**src/rtl/div_nnbit_shift_pkg.sv**
```systemverilog
// div_nnbit_pkg: shared types for the shift-subtract divider
package div_nnbit_pkg;
    typedef enum logic [1:0] {IDLE, CALC, DONE} div_state_e;
endpackage

```
**src/rtl/div_nnbit_shift_if.sv**
```systemverilog
// div_nnbit_shift_if: request/result bundle between the calc datapath and the divider
interface div_nnbit_shift_if #(parameter int DATA_WIDTH = 8);
    logic                  i_vld;
    logic                  i_signed;
    logic [DATA_WIDTH-1:0] i_num_x;
    logic [DATA_WIDTH-1:0] i_num_y;
    logic                  o_rdy;
    logic                  o_end;
    logic [DATA_WIDTH-1:0] o_quo;
    logic [DATA_WIDTH-1:0] o_rem;
    logic                  o_err;
    modport master (output i_vld, i_signed, i_num_x, i_num_y, input o_rdy, o_end, o_quo, o_rem, o_err);
    modport slave  (input i_vld, i_signed, i_num_x, i_num_y, output o_rdy, o_end, o_quo, o_rem, o_err);
endinterface

```
**src/rtl/div_nnbit_shift.sv**
```systemverilog
// div_nnbit_shift: multi-cycle restoring divider on magnitudes with sign fix-up, signed or unsigned
module div_nnbit_shift
    import div_nnbit_pkg::*;
#(
    parameter int DATA_WIDTH = 8
) (
    input logic              i_clk,
    input logic              i_rst_n,
    div_nnbit_shift_if.slave bus
);
    localparam int N  = DATA_WIDTH;
    localparam int CW = $clog2(N);
    div_state_e    state_q, state_d;
    logic [CW-1:0] cnt_q;
    logic          sx_q, sy_q, err_q;
    logic [N-1:0]  ay_q, quo_q, prem_q, oquo_q, orem_q;
    logic [N:0]    trial;
    logic [N-1:0]  quo_d, rem_d, ax, ay;
    logic          accept, last, dz, sx, sy;
    assign accept = (state_q == IDLE) && bus.i_vld;
    assign last   = cnt_q == CW'(N - 1);
    assign dz     = bus.i_num_y == '0;
    assign sx     = bus.i_signed & bus.i_num_x[N-1];
    assign sy     = bus.i_signed & bus.i_num_y[N-1];
    assign ax     = sx ? -bus.i_num_x : bus.i_num_x;
    assign ay     = sy ? -bus.i_num_y : bus.i_num_y;
    // state register and iteration counter; counter is zero whenever not iterating
    always_ff @(posedge i_clk or negedge i_rst_n) begin
        if (!i_rst_n) begin
            state_q <= IDLE;
            cnt_q   <= '0;
        end else begin
            state_q <= state_d;
            cnt_q   <= (state_q == CALC) ? cnt_q + 1'b1 : '0;
        end
    end
    // next state: divide-by-zero skips the iteration entirely
    always_comb begin
        state_d = (state_q == IDLE) ? (bus.i_vld ? (dz ? DONE : CALC) : IDLE) :
                  (state_q == CALC) ? (last ? DONE : CALC) : IDLE;
    end
    // one restoring step: shift in the next dividend bit, the borrow of the N+1 bit trial decides the quotient bit
    always_comb begin
        trial = {prem_q, quo_q[N-1]} - {1'b0, ay_q};
        quo_d = {quo_q[N-2:0], ~trial[N]};
        rem_d = trial[N] ? {prem_q[N-2:0], quo_q[N-1]} : trial[N-1:0];
    end
    // datapath: quo_q starts as |x| and is shifted out as quotient bits shift in; results are sign-fixed on the last step
    always_ff @(posedge i_clk or negedge i_rst_n) begin
        if (!i_rst_n) begin
            sx_q   <= 1'b0;
            sy_q   <= 1'b0;
            ay_q   <= '0;
            quo_q  <= '0;
            prem_q <= '0;
            oquo_q <= '0;
            orem_q <= '0;
            err_q  <= 1'b0;
        end else if (accept) begin
            sx_q   <= sx;
            sy_q   <= sy;
            ay_q   <= ay;
            quo_q  <= ax;
            prem_q <= '0;
            if (dz) begin
                oquo_q <= '1;
                orem_q <= bus.i_num_x;
                err_q  <= 1'b1;
            end
        end else if (state_q == CALC) begin
            quo_q  <= quo_d;
            prem_q <= rem_d;
            if (last) begin
                oquo_q <= (sx_q ^ sy_q) ? -quo_d : quo_d;
                orem_q <= sx_q ? -rem_d : rem_d;
                err_q  <= 1'b0;
            end
        end
    end
    // outputs: handshake decoded from state, results straight from their holding registers
    always_comb begin
        bus.o_rdy = state_q == IDLE;
        bus.o_end = state_q == DONE;
        bus.o_quo = oquo_q;
        bus.o_rem = orem_q;
        bus.o_err = err_q;
    end
endmodule
```
**src/flat_wrapper.sv**
```systemverilog
// flat-port wrapper written by rule: the top's interface ports become plain ports
module div_nnbit_shift_flat import div_nnbit_pkg::*;
#(
    parameter int DATA_WIDTH = 8
)
  (i_clk, i_rst_n, bus_i_vld, bus_i_signed, bus_i_num_x, bus_i_num_y, bus_o_rdy, bus_o_end, bus_o_quo, bus_o_rem, bus_o_err);
  div_nnbit_shift_if #(.DATA_WIDTH(DATA_WIDTH)) bus_i ();
  input logic i_clk;
  input logic i_rst_n;
  input wire logic [$bits(bus_i.i_vld)-1:0] bus_i_vld;
  input wire logic [$bits(bus_i.i_signed)-1:0] bus_i_signed;
  input wire logic [$bits(bus_i.i_num_x)-1:0] bus_i_num_x;
  input wire logic [$bits(bus_i.i_num_y)-1:0] bus_i_num_y;
  output wire logic [$bits(bus_i.o_rdy)-1:0] bus_o_rdy;
  output wire logic [$bits(bus_i.o_end)-1:0] bus_o_end;
  output wire logic [$bits(bus_i.o_quo)-1:0] bus_o_quo;
  output wire logic [$bits(bus_i.o_rem)-1:0] bus_o_rem;
  output wire logic [$bits(bus_i.o_err)-1:0] bus_o_err;
  assign bus_i.i_vld = bus_i_vld;
  assign bus_i.i_signed = bus_i_signed;
  assign bus_i.i_num_x = bus_i_num_x;
  assign bus_i.i_num_y = bus_i_num_y;
  assign bus_o_rdy = bus_i.o_rdy;
  assign bus_o_end = bus_i.o_end;
  assign bus_o_quo = bus_i.o_quo;
  assign bus_o_rem = bus_i.o_rem;
  assign bus_o_err = bus_i.o_err;
  div_nnbit_shift #(.DATA_WIDTH(DATA_WIDTH)) u_core (.i_clk(i_clk), .i_rst_n(i_rst_n), .bus(bus_i));
endmodule
```
**config.mk**
```make
export PLATFORM = sky130hd
export DESIGN_NAME = div_nnbit_shift_flat
export DESIGN_NICKNAME = d
export VERILOG_FILES = /design/src/rtl/div_nnbit_shift_pkg.sv /design/src/rtl/div_nnbit_shift_if.sv /design/src/rtl/div_nnbit_shift.sv /design/src/flat_wrapper.sv
export SDC_FILE = /design/constraint.sdc
export NUM_CORES = 1
export LEC_CHECK = 0
export ABC_AREA = 0
export BUFFER_PORTS_ARGS = -buffer_cell sky130_fd_sc_hd__buf_2
export CORE_MARGIN = 2
export CORE_UTILIZATION = 55
export DETAILED_ROUTE_END_ITERATION = 7
export PLACE_DENSITY = 0.83
export SYNTH_ARGS = -nofsm -noshare
export SYNTH_HDL_FRONTEND = slang
export SYNTH_SLANG_ARGS = --single-unit
```
**constraint.sdc**
```tcl
create_clock -name i_clk -period 4.1 [get_ports i_clk]
set_clock_uncertainty 0.2 [all_clocks]
set_input_delay 0.82 -clock i_clk [delete_from_list [all_inputs] [get_ports i_clk]]
set_output_delay 0.82 -clock i_clk [all_outputs]
set_load 0.03 [all_outputs]
```
==> results by group <==
Status
  – Outcome: complete, no violations

Floorplanning
  – Core area: about 0.0055 mm2
  – Die W: between 70 and 80 um
  – Row count: 27
  – I/O Pins: 39
  – Initial Util: a little under three fifths
  – Die ar.: roughly 0.0063 mm2
  – Die height: around 80 um

STA
  – Fmax: between 200 and 300 MHz
  – Final Cycle Share: slightly below 90%
  – RSZ-0062 raised after global routing: no
  – Slew Limit Fails: 0
  – Worst Tran Pin Value: ~1.1 ns
  – PnR worst setup slack: ~0.45 ns
  – Setup violation total in the final timing report: 0
  – Relative slew slack: ~30%
  – Period minus WS final: approximately 3.7 ns
  – Fin Setup TNS: 0 ns
  – Fin. Hold Viols: 0

Setup path
  – WS Path Type: flip-flop to flip-flop
  – Crit start category: flip-flop
  – CP max FO: 17
  – Crit. End Element: flip-flop
  – CP Data Required Time: 4.08 ns
  – Origin of the critical flop-to-flop path: u_core.quo_q[7]
  – Crit. Startpoint: u_core.quo_q[7]
  – Worst Path Arrival: 3.63 ns

Logic synthesis
  – Top-area cell type share of the netlist area: 38.13%
  – Mapped Cells: between 300 and 400
  – Number of synthesized flops with an enable pin: 0
  – Synth Flop Type: dfrtp_1
  – Top post-synthesis cells by area: dfrtp_1 38%, ha_1 5.6%, xnor2_1 5.6%
  – Area leader, netlist: dfrtp_1
  – Synthesized area per cell: a little under 9 um2
  – Post-Syn Area: 0.003151 mm2
  – Syn nets: about 400
  – Sequential share of the synthesized area: a little under two fifths
  – Synth warn: 0
  – Ys async rst share: 100.0%
  – Cell variety after synth: 56
  – Seq cells post-synth: 48

Clocking
  – Clock Latency Late Sink: around 0.3 ns
  – Clock-pin slew on the worst setup and hold paths: ~0.09 ns
  – CTS Buf Count: 5
  – Post-CTS setup buffer count: 0
  – Max clock buf depth: 2
  – CTS H-tree lvls: 2
  – CTS Sinks: 48
  – CTS tree: built
  – Resized Gates After CTS: 0
  – Root Driver: clkbuf_8
  – Hold Buf Count CTS: 0

Finish
  – Area grow syn2layout: 9.174%
  – Most common cell after layout, fill and taps aside: dfrtp_1
  – Nets: about 430
  – Most frequent cells in the layout: 48 x dfrtp_1, 38 x nand2_1, 38 x buf_2
  – Fin cells: 464
  – Fillcell total: 484
  – Ant. Diodes: 0
  – Post-layout util: a little over three fifths
  – Share of cells above drive strength 1: between 10% and 20%

Placement
  – Place WS: around 0.46 ns
  – # placed instances: about 460
  – Port buffer count: 38
  – DP HPWL: roughly 5300 um
  – Routability cong.: ~0.87

Global routing
  – Number of global-route vias before repair: roughly 2,600
  – Total grt overflow: 0
  – Largest net degree at the start of global routing: 49
  – Global-route usage over all layers: between 20% and 30%
  – Initial antenna violation count: 0
  – First-pass GRT wire length: roughly 12,000 um

Routing
  – DR pass1 iterations: 6
  – Antenna Nets Post-Route: 0
  – Total wire length: roughly 7000 um
  – Vias: roughly 2,700
  – WL per Instance: ~15 um
  – Drt drc: 0
  – Drt via density: approximately 5.9
  – Detailed router's first-iteration violation count: 213

Hold path
  – Hold wc startpoint: u_core.cnt_q[0]
  – Hold WC Path Type: flip-flop to flip-flop

Job
  – Max Cap Viol: 0
==> path summary, 6_finish.rpt <==
check	to	slack, ns	cells past startpoint
max	u_core.bus.o_rem[6]	0.45	15
min	u_core.cnt_q[0]	0.24	1
max reg2reg	u_core.bus.o_rem[6]	0.45	15
min reg2reg	u_core.cnt_q[0]	0.24	1
max in group asynchronous	u_core.prem_q[0]	2.55	1
min in group asynchronous	u_core.bus.o_quo[2]	0.50	1
==> Yosys cell counts (4+ instances only) <==
cell type  number
a21oi_1        24
nor2_1         35
clkbuf_1        8
and3_1          5
nor3_1         12
a21o_1          5
a31oi_1         9
ha_1           14
xnor2_1        20
o21ai_0        27
xor2_1          8
nor2b_1         4
inv_1          19
o21ai_1         5
mux2i_1         4
o211ai_1        5
nand2_1        38
buf_6           4
dfrtp_1        48
and2_1          4
nand3_1        17
==> layer usage <==
layer	GRT usage, %	vias up	share of wire, %
met5	0	-	0
met4	5.345	0	1.6
met3	4.072	17	5.5
met2	39.66	99	48
met1	34.18	1297	45
li1	-	1330	-
==> cells by family (layout without fill, tap and decap cells) <==
group / Yosys count / after routing / share of synthesized area [%]
AND/OR/NAND/NOR: 128 / 128 / 19.34
AO/OA/AOI/OAI: 102 / 102 / 21.96
flip-flops: 48 / 48 / 38.13
buffers and inverters: 35 / 67 / 5.322
XOR/XNOR: 28 / 28 / 7.784
adder cells (fa/ha/maj): 15 / 15 / 6.195
multiplexers: 4 / 4 / 1.271
==> sequential cells by signal, summed over array words and instances (netlist names) <==
signal and cells:
u_core.state_q 2, u_core.bus.o_rem 8, u_core.sx_q 1, u_core.sy_q 1, u_core.cnt_q 3, u_core.bus.o_quo 8, u_core.prem_q 8, u_core.ay_q 8
u_core.quo_q 8, u_core.bus.o_err 1
==> metrics by stage <==
stage / instance area (um2) / hold slack [ns]
6_report: 3440 / 0.2439
2_1_floorplan: 3151 / 0.2099
3_3_place_gp: 3358 / 0.2268
5_1_grt: 3440 / 0.2785
3_5_place_dp: 3358 / 0.2266
4_1_cts: 3440 / 0.2405
==> cell type report <==
cell class	instances	area [um2]	share of cell area [%]
Sequential cell	48	1201	34.92
Clock buffer	5	68.82	2.001
Multi-Input combinational cell	277	1782	51.80
Timing Repair Buffer	40	205.2	5.966
Tap cell	72	90.09	2.619
Clock inverter	2	12.51	0.3638
Inverter	20	80.08	2.328
==> worst max-delay path, stage by stage, from the launching register on <==
cell and delay, ns:
dfrtp_1 0.43, inv_1 0.08, ha_1 0.18, inv_1 0.07
fa_1 0.41, a211oi_2 0.25, o21ai_2 0.12, a21oi_2 0.28
nor2_8 0.09, inv_6 0.16, mux2i_1 0.30, ha_1 0.23
nand3_1 0.15, o311ai_2 0.34, xnor2_1 0.16, o21ai_1 0.07
Power is left out: the tool's default activity adds up to more than one toggle a clock period on the data nets, which glitch-free logic cannot reach.
